`src/rtl/daq_trig_sequencer.sv`:
```
// Trigger-to-readout acquisition sequencer: delay, capture window, readout handshake.
// Optional readout watchdog enabled by defining TRIG_TIMEOUT_EN.
module daq_trig_sequencer #(
    parameter int DELAY_W     = 8,
    parameter int NSAMP_W     = 10,
    parameter int TAG_W       = 6,
    parameter int MISS_W      = 8,
    parameter int TIMEOUT_CYC = 65535
) (
    input  logic               clk,
    input  logic               rst,
    input  logic               trig_in,
    input  logic [TAG_W-1:0]   pulse_ctr_in,
    input  logic               run,
    input  logic [DELAY_W-1:0] delay,
    input  logic [NSAMP_W-1:0] n_samples,
    input  logic               rd_done,
    output logic               trig_rdy,
    output logic               acq_en,
    output logic [NSAMP_W-1:0] sample_addr,
    output logic               rd_req,
    output logic [TAG_W-1:0]   tag,
    output logic [MISS_W-1:0]  miss_ctr,
    output logic               timeout_flag
);

    typedef enum logic [1:0] {IDLE, DELAY, ACQ, READOUT} state_t;

    state_t             state_q, state_d;
    logic [DELAY_W-1:0] dcnt_q, dcnt_d;
    logic [NSAMP_W-1:0] last_q, last_d;
    logic [NSAMP_W-1:0] addr_d;
    logic [TAG_W-1:0]   tag_d;
    logic [MISS_W-1:0]  miss_d;
    logic               rdy_d, acq_d, req_d;
    logic               trig_ok;

    assign trig_ok = trig_in & run;

`ifdef TRIG_TIMEOUT_EN
    localparam int WD_W = $clog2(TIMEOUT_CYC + 1);
    logic [WD_W-1:0] wd_q, wd_d;
    logic            tflag_d;
    logic            wd_exp;
    assign wd_exp = (wd_q == WD_W'(TIMEOUT_CYC - 1));
`else
    assign timeout_flag = 1'b0;
`endif

    always_comb begin
        state_d = state_q;
        dcnt_d  = dcnt_q;
        last_d  = last_q;
        addr_d  = sample_addr;
        tag_d   = tag;
        miss_d  = miss_ctr;
        rdy_d   = trig_rdy;
        acq_d   = acq_en;
        req_d   = rd_req;
`ifdef TRIG_TIMEOUT_EN
        wd_d    = wd_q;
        tflag_d = timeout_flag;
`endif
        if (trig_ok && state_q != IDLE && miss_ctr != {MISS_W{1'b1}})
            miss_d = miss_ctr + MISS_W'(1);

        unique case (state_q)
            IDLE: begin
                if (trig_ok) begin
                    tag_d  = pulse_ctr_in;
                    // n-1 also encodes the 2^NSAMP_W case when n_samples is 0
                    last_d = n_samples - NSAMP_W'(1);
                    rdy_d  = 1'b0;
`ifdef TRIG_TIMEOUT_EN
                    tflag_d = 1'b0;
`endif
                    if (delay == '0) begin
                        state_d = ACQ;
                        acq_d   = 1'b1;
                        addr_d  = '0;
                    end else begin
                        state_d = DELAY;
                        dcnt_d  = delay - DELAY_W'(1);
                    end
                end
            end
            DELAY: begin
                if (dcnt_q == '0) begin
                    state_d = ACQ;
                    acq_d   = 1'b1;
                    addr_d  = '0;
                end else begin
                    dcnt_d = dcnt_q - DELAY_W'(1);
                end
            end
            ACQ: begin
                if (sample_addr == last_q) begin
                    state_d = READOUT;
                    acq_d   = 1'b0;
                    addr_d  = '0;
                    req_d   = 1'b1;
`ifdef TRIG_TIMEOUT_EN
                    wd_d    = '0;
`endif
                end else begin
                    addr_d = sample_addr + NSAMP_W'(1);
                end
            end
            READOUT: begin
`ifdef TRIG_TIMEOUT_EN
                wd_d = wd_q + WD_W'(1);
`endif
                if (rd_done) begin
                    state_d = IDLE;
                    req_d   = 1'b0;
                    rdy_d   = 1'b1;
                end
`ifdef TRIG_TIMEOUT_EN
                else if (wd_exp) begin
                    state_d = IDLE;
                    req_d   = 1'b0;
                    rdy_d   = 1'b1;
                    tflag_d = 1'b1;
                end
`endif
            end
            default: state_d = IDLE;
        endcase

        if (!run && state_q != IDLE) begin
            state_d = IDLE;
            acq_d   = 1'b0;
            req_d   = 1'b0;
            addr_d  = '0;
            rdy_d   = 1'b1;
        end
    end

    always_ff @(posedge clk or posedge rst) begin
        if (rst) begin
            state_q     <= IDLE;
            dcnt_q      <= '0;
            last_q      <= '0;
            sample_addr <= '0;
            tag         <= '0;
            miss_ctr    <= '0;
            trig_rdy    <= 1'b1;
            acq_en      <= 1'b0;
            rd_req      <= 1'b0;
        end else begin
            state_q     <= state_d;
            dcnt_q      <= dcnt_d;
            last_q      <= last_d;
            sample_addr <= addr_d;
            tag         <= tag_d;
            miss_ctr    <= miss_d;
            trig_rdy    <= rdy_d;
            acq_en      <= acq_d;
            rd_req      <= req_d;
        end
    end

`ifdef TRIG_TIMEOUT_EN
    always_ff @(posedge clk or posedge rst) begin
        if (rst) begin
            wd_q         <= '0;
            timeout_flag <= 1'b0;
        end else begin
            wd_q         <= wd_d;
            timeout_flag <= tflag_d;
        end
    end
`endif

endmodule
```
`config.mk`:
```
export PLATFORM = sky130hd
export DESIGN_NAME = daq_trig_sequencer
export DESIGN_NICKNAME = d
export VERILOG_FILES = /design/src/rtl/daq_trig_sequencer.sv
export SDC_FILE = /design/constraint.sdc
export NUM_CORES = 1
export LEC_CHECK = 0
export BUFFER_PORTS_ARGS = -buffer_cell sky130_fd_sc_hd__buf_2
export CAP_MARGIN = 25
export CORE_UTILIZATION = 50
export DETAILED_ROUTE_END_ITERATION = 8
export GPL_ROUTABILITY_DRIVEN = 0
export PLACE_DENSITY = 0.75
export SYNTH_ARGS = -nofsm -noshare
export SYNTH_HDL_FRONTEND = slang
export SYNTH_SLANG_ARGS = --single-unit
```
`constraint.sdc`:
```
create_clock -name clk -period 3.6 [get_ports clk]
set_clock_uncertainty 0.05 [all_clocks]
set_input_delay 0.36 -clock clk [delete_from_list [all_inputs] [get_ports clk]]
set_output_delay 0.36 -clock clk [all_outputs]
set_load 0.02 [all_outputs]
```
==> impl_metrics.yaml, run 1 <==
die:
  num_rows: 27
  start_util_pct: 51.8
  design.portCount: 57
  placeableCoreArea_mm2: 0.00547
  design.die.area_mm2: 0.00597
  die_width_um: 77.3
  die_height_um: 77.3
flow_run:
  max_capacitance_violation_count: 0
global_routing:
  wire_length_of_the_first_global_routing_pass_mm: 10.4
  first_global_vias: 2356
  grt_use_total_pct: 21.8
  initial_antenna_violation_count: 0
  maximum_number_of_pins_on_one_net_before_global_route_repair: 48
  grt_overflow: 0
critical_path:
  worstPathCellList: "inv_1 > ha_1 > mux2i_1 > ha_1 > o211ai_1 > mux2_2 > o21ai_0 > o21ai_0"
  ff2ff_setup_slack_ns: 0.78
  crit_type: "flip-flop to flip-flop"
  data_arrival_time_of_the_critical_path_ns: 2.93
  worst-path-stages: 8
  cpLargestDelayFamily: "adder cells"
  critical_path.n_buffers_inverters: 1
  crit_path_start_kind: "flip-flop"
  timing.critical_path.fanout_max: 20
  critical_path.endpoint_type: "flip-flop"
  timing.critical_path.slowest_cell_delay_ns: 0.63
  worst_ep_required_time_ns: 3.71
  cell_at_the_slowest_stage_of_the_critical_path: "sky130_fd_sc_hd__ha_1"
  rr_worst_depth: 8
sta:
  slew_viol_final: 0
  setup_repair_after_global_routing_missed_its_margin: "no"
  final-setup-viol-count: 0
  final_min_period_over_clock_period_pct: 78.3
  setup-tns-final_ns: 0
  worst_slew_pin_slew_ns: 0.926
  max_freq_mhz: 355
  final-hold-violation-count: 18
  slew_headroom_pct: 38.0
  holdWs_ns: -0.0140
  timing.final.crit_period_ns: 2.82
clock_tree:
  clk_pin_slew_ns: 0.09
  cts_repair_resize_count: 0
  post-cts-setup-buffers: 0
  clkLatencyLatePin_ns: 0.30
  postCtsHoldBufs: 0
  h_tree_level_count: 2
  tritoncts: "yes"
  clk_path_buf_depth: 2
  clock_root_buffer: "sky130_fd_sc_hd__clkbuf_8"
  numCtsBuffers: 5
  cts.sinks: 47
routing:
  routed_wl_mm: 6.01
  via_count: 2471
  detailroute.wirelength.met3_um: 375
  average_via_count_per_standard_cell: 5.79
  drc: 0
  wl_met2_mm: 2.75
  antenna_violating_nets_post_route: 0
  wl_met1_mm: 2.74
  routed.top_layer: "met4"
  avgRoutedWirePerCell_um: 14.1
  drt-initial-drc-count: 162
  firstDrtPassIters: 4
power_and_ir_drop:
  vdd_ir_drop_max_v: 0.000397
  report.power.total_mw: 2.46
  power.density_mw_per_mm2: 747
  total_leakage_power_nw: 1.51
logic_synthesis:
  synthesis.area_mm2: 0.00283
  post_syn_instances: 301
  synthMostInstantiatedCell: "sky130_fd_sc_hd__dfrtp_1"
  postSynthAreaPerCell_um2: 9.41
  synth.net_count: 338
  ys_ff_latch: 47
  synth_edf_count: 0
  top_cell_type_s_share_of_synthesized_area_pct: 40.6
  yosys-top-cells-area: "sky130_fd_sc_hd__dfrtp_1 41%, sky130_fd_sc_hd__xor2_1 4.3%, sky130_fd_sc_hd__o21ai_0 4.2%, sky130_fd_sc_hd__xnor2_1 4.0%, sky130_fd_sc_hd__mux2_2 4.0%"
  prevailing_post_synth_register_cell: "sky130_fd_sc_hd__dfrtp_1"
  netlist_cell_types: 57
  yosysWarningCount: 0
  synth.cells.most_frequent: "46 x sky130_fd_sc_hd__dfrtp_1, 25 x sky130_fd_sc_hd__nand2_1, 24 x sky130_fd_sc_hd__o21ai_0, 19 x sky130_fd_sc_hd__nor2_1, 15 x sky130_fd_sc_hd__nand3_1"
  synth-async-reset-ratio_pct: 100
  synth_largest_area_cell: "sky130_fd_sc_hd__dfrtp_1"
  seq_area_frac_synth_pct: 41.6
status:
  violations: "negative hold slack"
  outcome: "finished with violations"
layout:
  end_of_flow_core_utilization_pct: 60.2
  fill_cell_instance_count_of_the_final_layout: 504
  final-instance-count-excl-fill: 427
  drive_gt1_share_pct: 24.8
  antenna_cells_inserted: 0
  nNetsFinal: 391
  area_growth_pct: 16.3
worst_hold_path:
  hold_path_class: "input pin to asynchronous set/reset pin"
placement:
  placement.io_buffers: 55
  cell_count_after_placement: 418
  dpl.hpwl_mm: 4.47
-- worst register-to-register path: stages (launching register included) --
cell and delay, ns:
sky130_fd_sc_hd__dfrtp_1 0.42, sky130_fd_sc_hd__inv_1 0.11, sky130_fd_sc_hd__ha_1 0.63, sky130_fd_sc_hd__mux2i_1 0.40
sky130_fd_sc_hd__ha_1 0.34, sky130_fd_sc_hd__o211ai_1 0.19, sky130_fd_sc_hd__mux2_2 0.30, sky130_fd_sc_hd__o21ai_0 0.13
sky130_fd_sc_hd__o21ai_0 0.10
-- final cells by class --
class	count	area (µm²)	area share [%]
clock buffer	6	82.6	2.51
clock inverter	2	35.0	1.06
inverter	9	33.8	1.03
multi-input combinational	234	1570	47.7
sequential	47	1180	35.8
tap	72	90.1	2.74
timing repair buffer	57	303	9.19
-- per-stage QoR --
stage	instance area [µm²]	setup WS [ns]
after floorplan	2830	1.40
after global placement	3160	0.950
after detailed placement	3160	0.826
after CTS	3270	0.806
after global routing	3290	0.569
final	3290	0.780
-- state kept, by name, indices dropped and copies added, names as in the netlist --
signal,count
acq_en,1
sample_addr,10
dcnt_q,8
trig_rdy,1
rd_req,1
last_q,10
tag,6
state_q,2
miss_ctr,8
-- cell usage in the layout, fill, tap and decap left out, types with 3 or more instances in the layout --
cell type                  netlist  routed
sky130_fd_sc_hd__nor4_1         10      10
sky130_fd_sc_hd__o21ai_0        24      24
sky130_fd_sc_hd__and3_1          3       3
sky130_fd_sc_hd__or4_1           3       3
sky130_fd_sc_hd__clkbuf_8        0       6
sky130_fd_sc_hd__o31ai_1         3       3
sky130_fd_sc_hd__o211ai_1        4       4
sky130_fd_sc_hd__mux2i_1         6       6
sky130_fd_sc_hd__nand3_1        15      15
sky130_fd_sc_hd__xor2_1         14      14
sky130_fd_sc_hd__nand2_1        25      25
sky130_fd_sc_hd__ha_1            8       8
sky130_fd_sc_hd__mux2_2         10      10
sky130_fd_sc_hd__nand3b_1        4       4
sky130_fd_sc_hd__nor2_1         19      19
sky130_fd_sc_hd__xnor2_1        13      13
sky130_fd_sc_hd__a31oi_1         3       3
sky130_fd_sc_hd__dfrtp_1        46      46
sky130_fd_sc_hd__buf_2           4      55
sky130_fd_sc_hd__a22o_1          4       4
sky130_fd_sc_hd__inv_1           9       8
sky130_fd_sc_hd__a21oi_1        12      12
sky130_fd_sc_hd__nor3_1          9       9
sky130_fd_sc_hd__nor2b_1         3       3
sky130_fd_sc_hd__o22ai_1         7       7
-- path summary, 6_finish.rpt --
check | startpoint | to
worst min register to register | miss_ctr[5] | miss_ctr[5]
max in group asynchronous | rst | trig_rdy
worst min-delay path | rst | tag[4]
worst max register to register | state_q[1] | dcnt_q[6]
min in group clk | pulse_ctr_in[5] | tag[5]
worst max-delay path | state_q[1] | dcnt_q[6]
-- power breakdown --
part           internal, mW  switching (mW)  leakage, nW
Clock                 0.225           0.181       0.0612
Combinational         0.472           0.700        0.854
Sequential            0.724           0.159        0.598
Total                  1.42            1.04         1.51
-- metal layers --
layer / vias up / global-route usage [%]
li1: 1211 / -
met5: - / 0
met4: 0 / 8.49
met1: 1153 / 26.9
met2: 96 / 36.6
met3: 11 / 5.36
-- cell families after synthesis --
group	after synthesis	synth area share, %
AOI/OAI and AO/OA	74	16.7
xor gates and xnor gates	28	8.92
adders and majority gates	8	3.53
buffers and inverters	20	2.96
DFF	47	41.6
muxes	16	6.10
other	1	0.132
and+or+nand+nor	107	20.1
Note: power is estimated with default switching activity, not from simulation.
==> run 2: changes to the inputs <==
==> constraint.sdc (replaced) <==
create_clock -name clk -period 2.9 [get_ports clk]
set_clock_uncertainty 0.05 [all_clocks]
set_input_delay 0.29 -clock clk [delete_from_list [all_inputs] [get_ports clk]]
set_output_delay 0.29 -clock clk [all_outputs]
set_load 0.02 [all_outputs]
==> run 2 against run 1 <==
The flow now finishes without violations. Via count fell by 0.49%. Fmax up 16%. Highest routed layer unchanged. Register-to-register slack lost 0.32 ns. Global-route usage decreased by 0.11 points. Sequential cell count did not move. Critical endpoint is now dcnt_q[7].
==> impl_metrics.yaml, run 2 (same netlist as run 1, synthesis figures left out) <==
sta:
  setup_ws_ns: 0.465
  final-hold-violation-count: 0
  final_min_period_over_clock_period_pct: 84.0
  worst_slew_pin_slew_ns: 0.790
  final-setup-viol-count: 0
  setup-tns-final_ns: 0
  max_freq_mhz: 411
  setup_repair_after_global_routing_missed_its_margin: "no"
  slew_headroom_pct: 47.0
  timing.final.crit_period_ns: 2.44
  slew_viol_final: 0
  holdWs_ns: 0.170
clock_tree:
  numCtsBuffers: 5
  post-cts-setup-buffers: 0
  clock_root_buffer: "sky130_fd_sc_hd__clkbuf_8"
  tritoncts: "yes"
  clk_pin_slew_ns: 0.09
  h_tree_level_count: 2
  clkLatencyLatePin_ns: 0.30
  clk_path_buf_depth: 2
  cts.sinks: 47
power_and_ir_drop:
  report.power.total_mw: 3.14
  comb_power_share_pct: 47.0
  power.switching_fraction_pct: 40.9
  clkPwrFrac_pct: 18.1
  power.density_mw_per_mm2: 937
  power_frac_seq_pct: 34.9
  p_int_mw: 1.85
  total_leakage_power_nw: 1.54
  power.switching_mw: 1.28
  vdd_ir_drop_max_v: 0.000574
layout:
  nNetsFinal: 396
  post_layout_inst_area_mm2: 0.00335
  final-instance-count-excl-fill: 432
  area_growth_pct: 18.2
  drive_gt1_share_pct: 25.3
  antenna_cells_inserted: 0
  final_cell_mix: "55 x sky130_fd_sc_hd__buf_2, 46 x sky130_fd_sc_hd__dfrtp_1, 25 x sky130_fd_sc_hd__nand2_1, 24 x sky130_fd_sc_hd__o21ai_0, 19 x sky130_fd_sc_hd__nor2_1"
  end_of_flow_core_utilization_pct: 61.2
  reg_top3: "last_q: 10 flops, sample_addr: 10 flops"
  final_common_cell: "sky130_fd_sc_hd__buf_2"
critical_path:
  crit_path_start_kind: "flip-flop"
  worst_ep_required_time_ns: 3.04
  worstPathCellList: "inv_1 > ha_1 > buf_4 > inv_1 > nor2_1 > o21ai_1 > o21ai_0 > a222oi_1"
  crit_path_end: "dcnt_q[7]"
  ff2ff_setup_slack_ns: 0.46
  timing.critical_path.fanout_max: 17
  timing.critical_path.slowest_cell_delay_ns: 0.63
  worst-path-stages: 8
  critical_path.n_buffers_inverters: 3
  reg2reg_from: "state_q[1]"
  r2r_end: "dcnt_q[7]"
  critical_path.endpoint_type: "flip-flop"
  crit_top_cell: "sky130_fd_sc_hd__inv_1"
  rr_worst_depth: 8
  cpLargestDelayFamily: "compound AO/OA/AOI/OAI gates"
  crit_type: "flip-flop to flip-flop"
  cell_at_the_slowest_stage_of_the_critical_path: "sky130_fd_sc_hd__o21ai_1"
  data_arrival_time_of_the_critical_path_ns: 2.58
  critPathLaunch: "state_q[1]"
worst_hold_path:
  hold_path_class: "input pin to flip-flop"
global_routing:
  first_global_vias: 2279
  grt_use_total_pct: 21.7
  maximum_number_of_pins_on_one_net_before_global_route_repair: 48
  wire_length_of_the_first_global_routing_pass_mm: 10.4
  initial_antenna_violation_count: 0
  grt_overflow: 0
flow_run:
  max_capacitance_violation_count: 0
die:
  start_util_pct: 51.8
  design.portCount: 57
  design.die.area_mm2: 0.00597
  die_width_um: 77.3
  num_rows: 27
  placeableCoreArea_mm2: 0.00547
  die_height_um: 77.3
routing:
  antenna_violating_nets_post_route: 0
  drt-initial-drc-count: 129
  via_count: 2459
  drc: 0
  firstDrtPassIters: 4
  average_via_count_per_standard_cell: 5.69
  routed_wl_mm: 5.94
  avgRoutedWirePerCell_um: 13.8
placement:
  placement.io_buffers: 55
  pre_cts_ws_ns: 0.412
  dpl.hpwl_mm: 4.43
  cell_count_after_placement: 422
  placed_area_mm2: 0.00319
status:
  outcome: "complete, no violations"
run 2: power groups by stage:
stage | Sequential, mW | Clock (mW) | Combinational, mW
finish | 1.09 | 0.568 | 1.47
global route | 1.13 | 0.601 | 1.65
CTS | 1.10 | 0.579 | 1.48
detailed placement | 1.11 | 0 | 1.47
global placement | 1.10 | 0 | 1.44
floorplan | 1.19 | 0 | 1.01
run 2: repair_timing:
| action | CTS | global route |
|---|---|---|
| endpoints found under the setup margin | 0 | 0 |
| hold buffers | 0 | 1 |
| endpoints found under the hold margin | 0 | 4 |
| resized for setup | 0 | 0 |
run 2: layout make-up:
| class | count | area [µm²] |
|---|---|---|
| well taps | 72 | 90.1 |
| fillers | 509 | 2120 |
| multi-input cells | 234 | 1570 |
| clock inverters | 2 | 60.1 |
| flip-flops and latches | 47 | 1180 |
| repair buffers | 62 | 343 |
| clock buffers | 6 | 72.6 |
| inverters | 9 | 33.8 |
run 2: worst min path at each step:
stage / startpoint / to / depth (start not counted)
after floorplan: n_samples[0] / last_q[0] / 1
after global placement: last_q[2] / last_q[2] / 2
after detailed placement: miss_ctr[5] / miss_ctr[5] / 1
after CTS: pulse_ctr_in[5] / tag[5] / 2
after global routing: pulse_ctr_in[4] / tag[4] / 2
final: pulse_ctr_in[1] / tag[1] / 2
run 2: metal layers:
layer,GRT usage [%],vias up,part of all wire (%)
met3,5.12,4,6.9
met4,6.23,0,1.0
met2,35.3,87,47
met5,0,-,0
met1,28.7,1153,45
li1,-,1215,-
run 2: worst register-to-register path: stages, from the launching register on:
cell	delay, ns
sky130_fd_sc_hd__dfrtp_1	0.41
sky130_fd_sc_hd__inv_1	0.09
sky130_fd_sc_hd__ha_1	0.26
sky130_fd_sc_hd__buf_4	0.22
sky130_fd_sc_hd__inv_1	0.16
sky130_fd_sc_hd__nor2_1	0.08
sky130_fd_sc_hd__o21ai_1	0.63
sky130_fd_sc_hd__o21ai_0	0.19
sky130_fd_sc_hd__a222oi_1	0.23
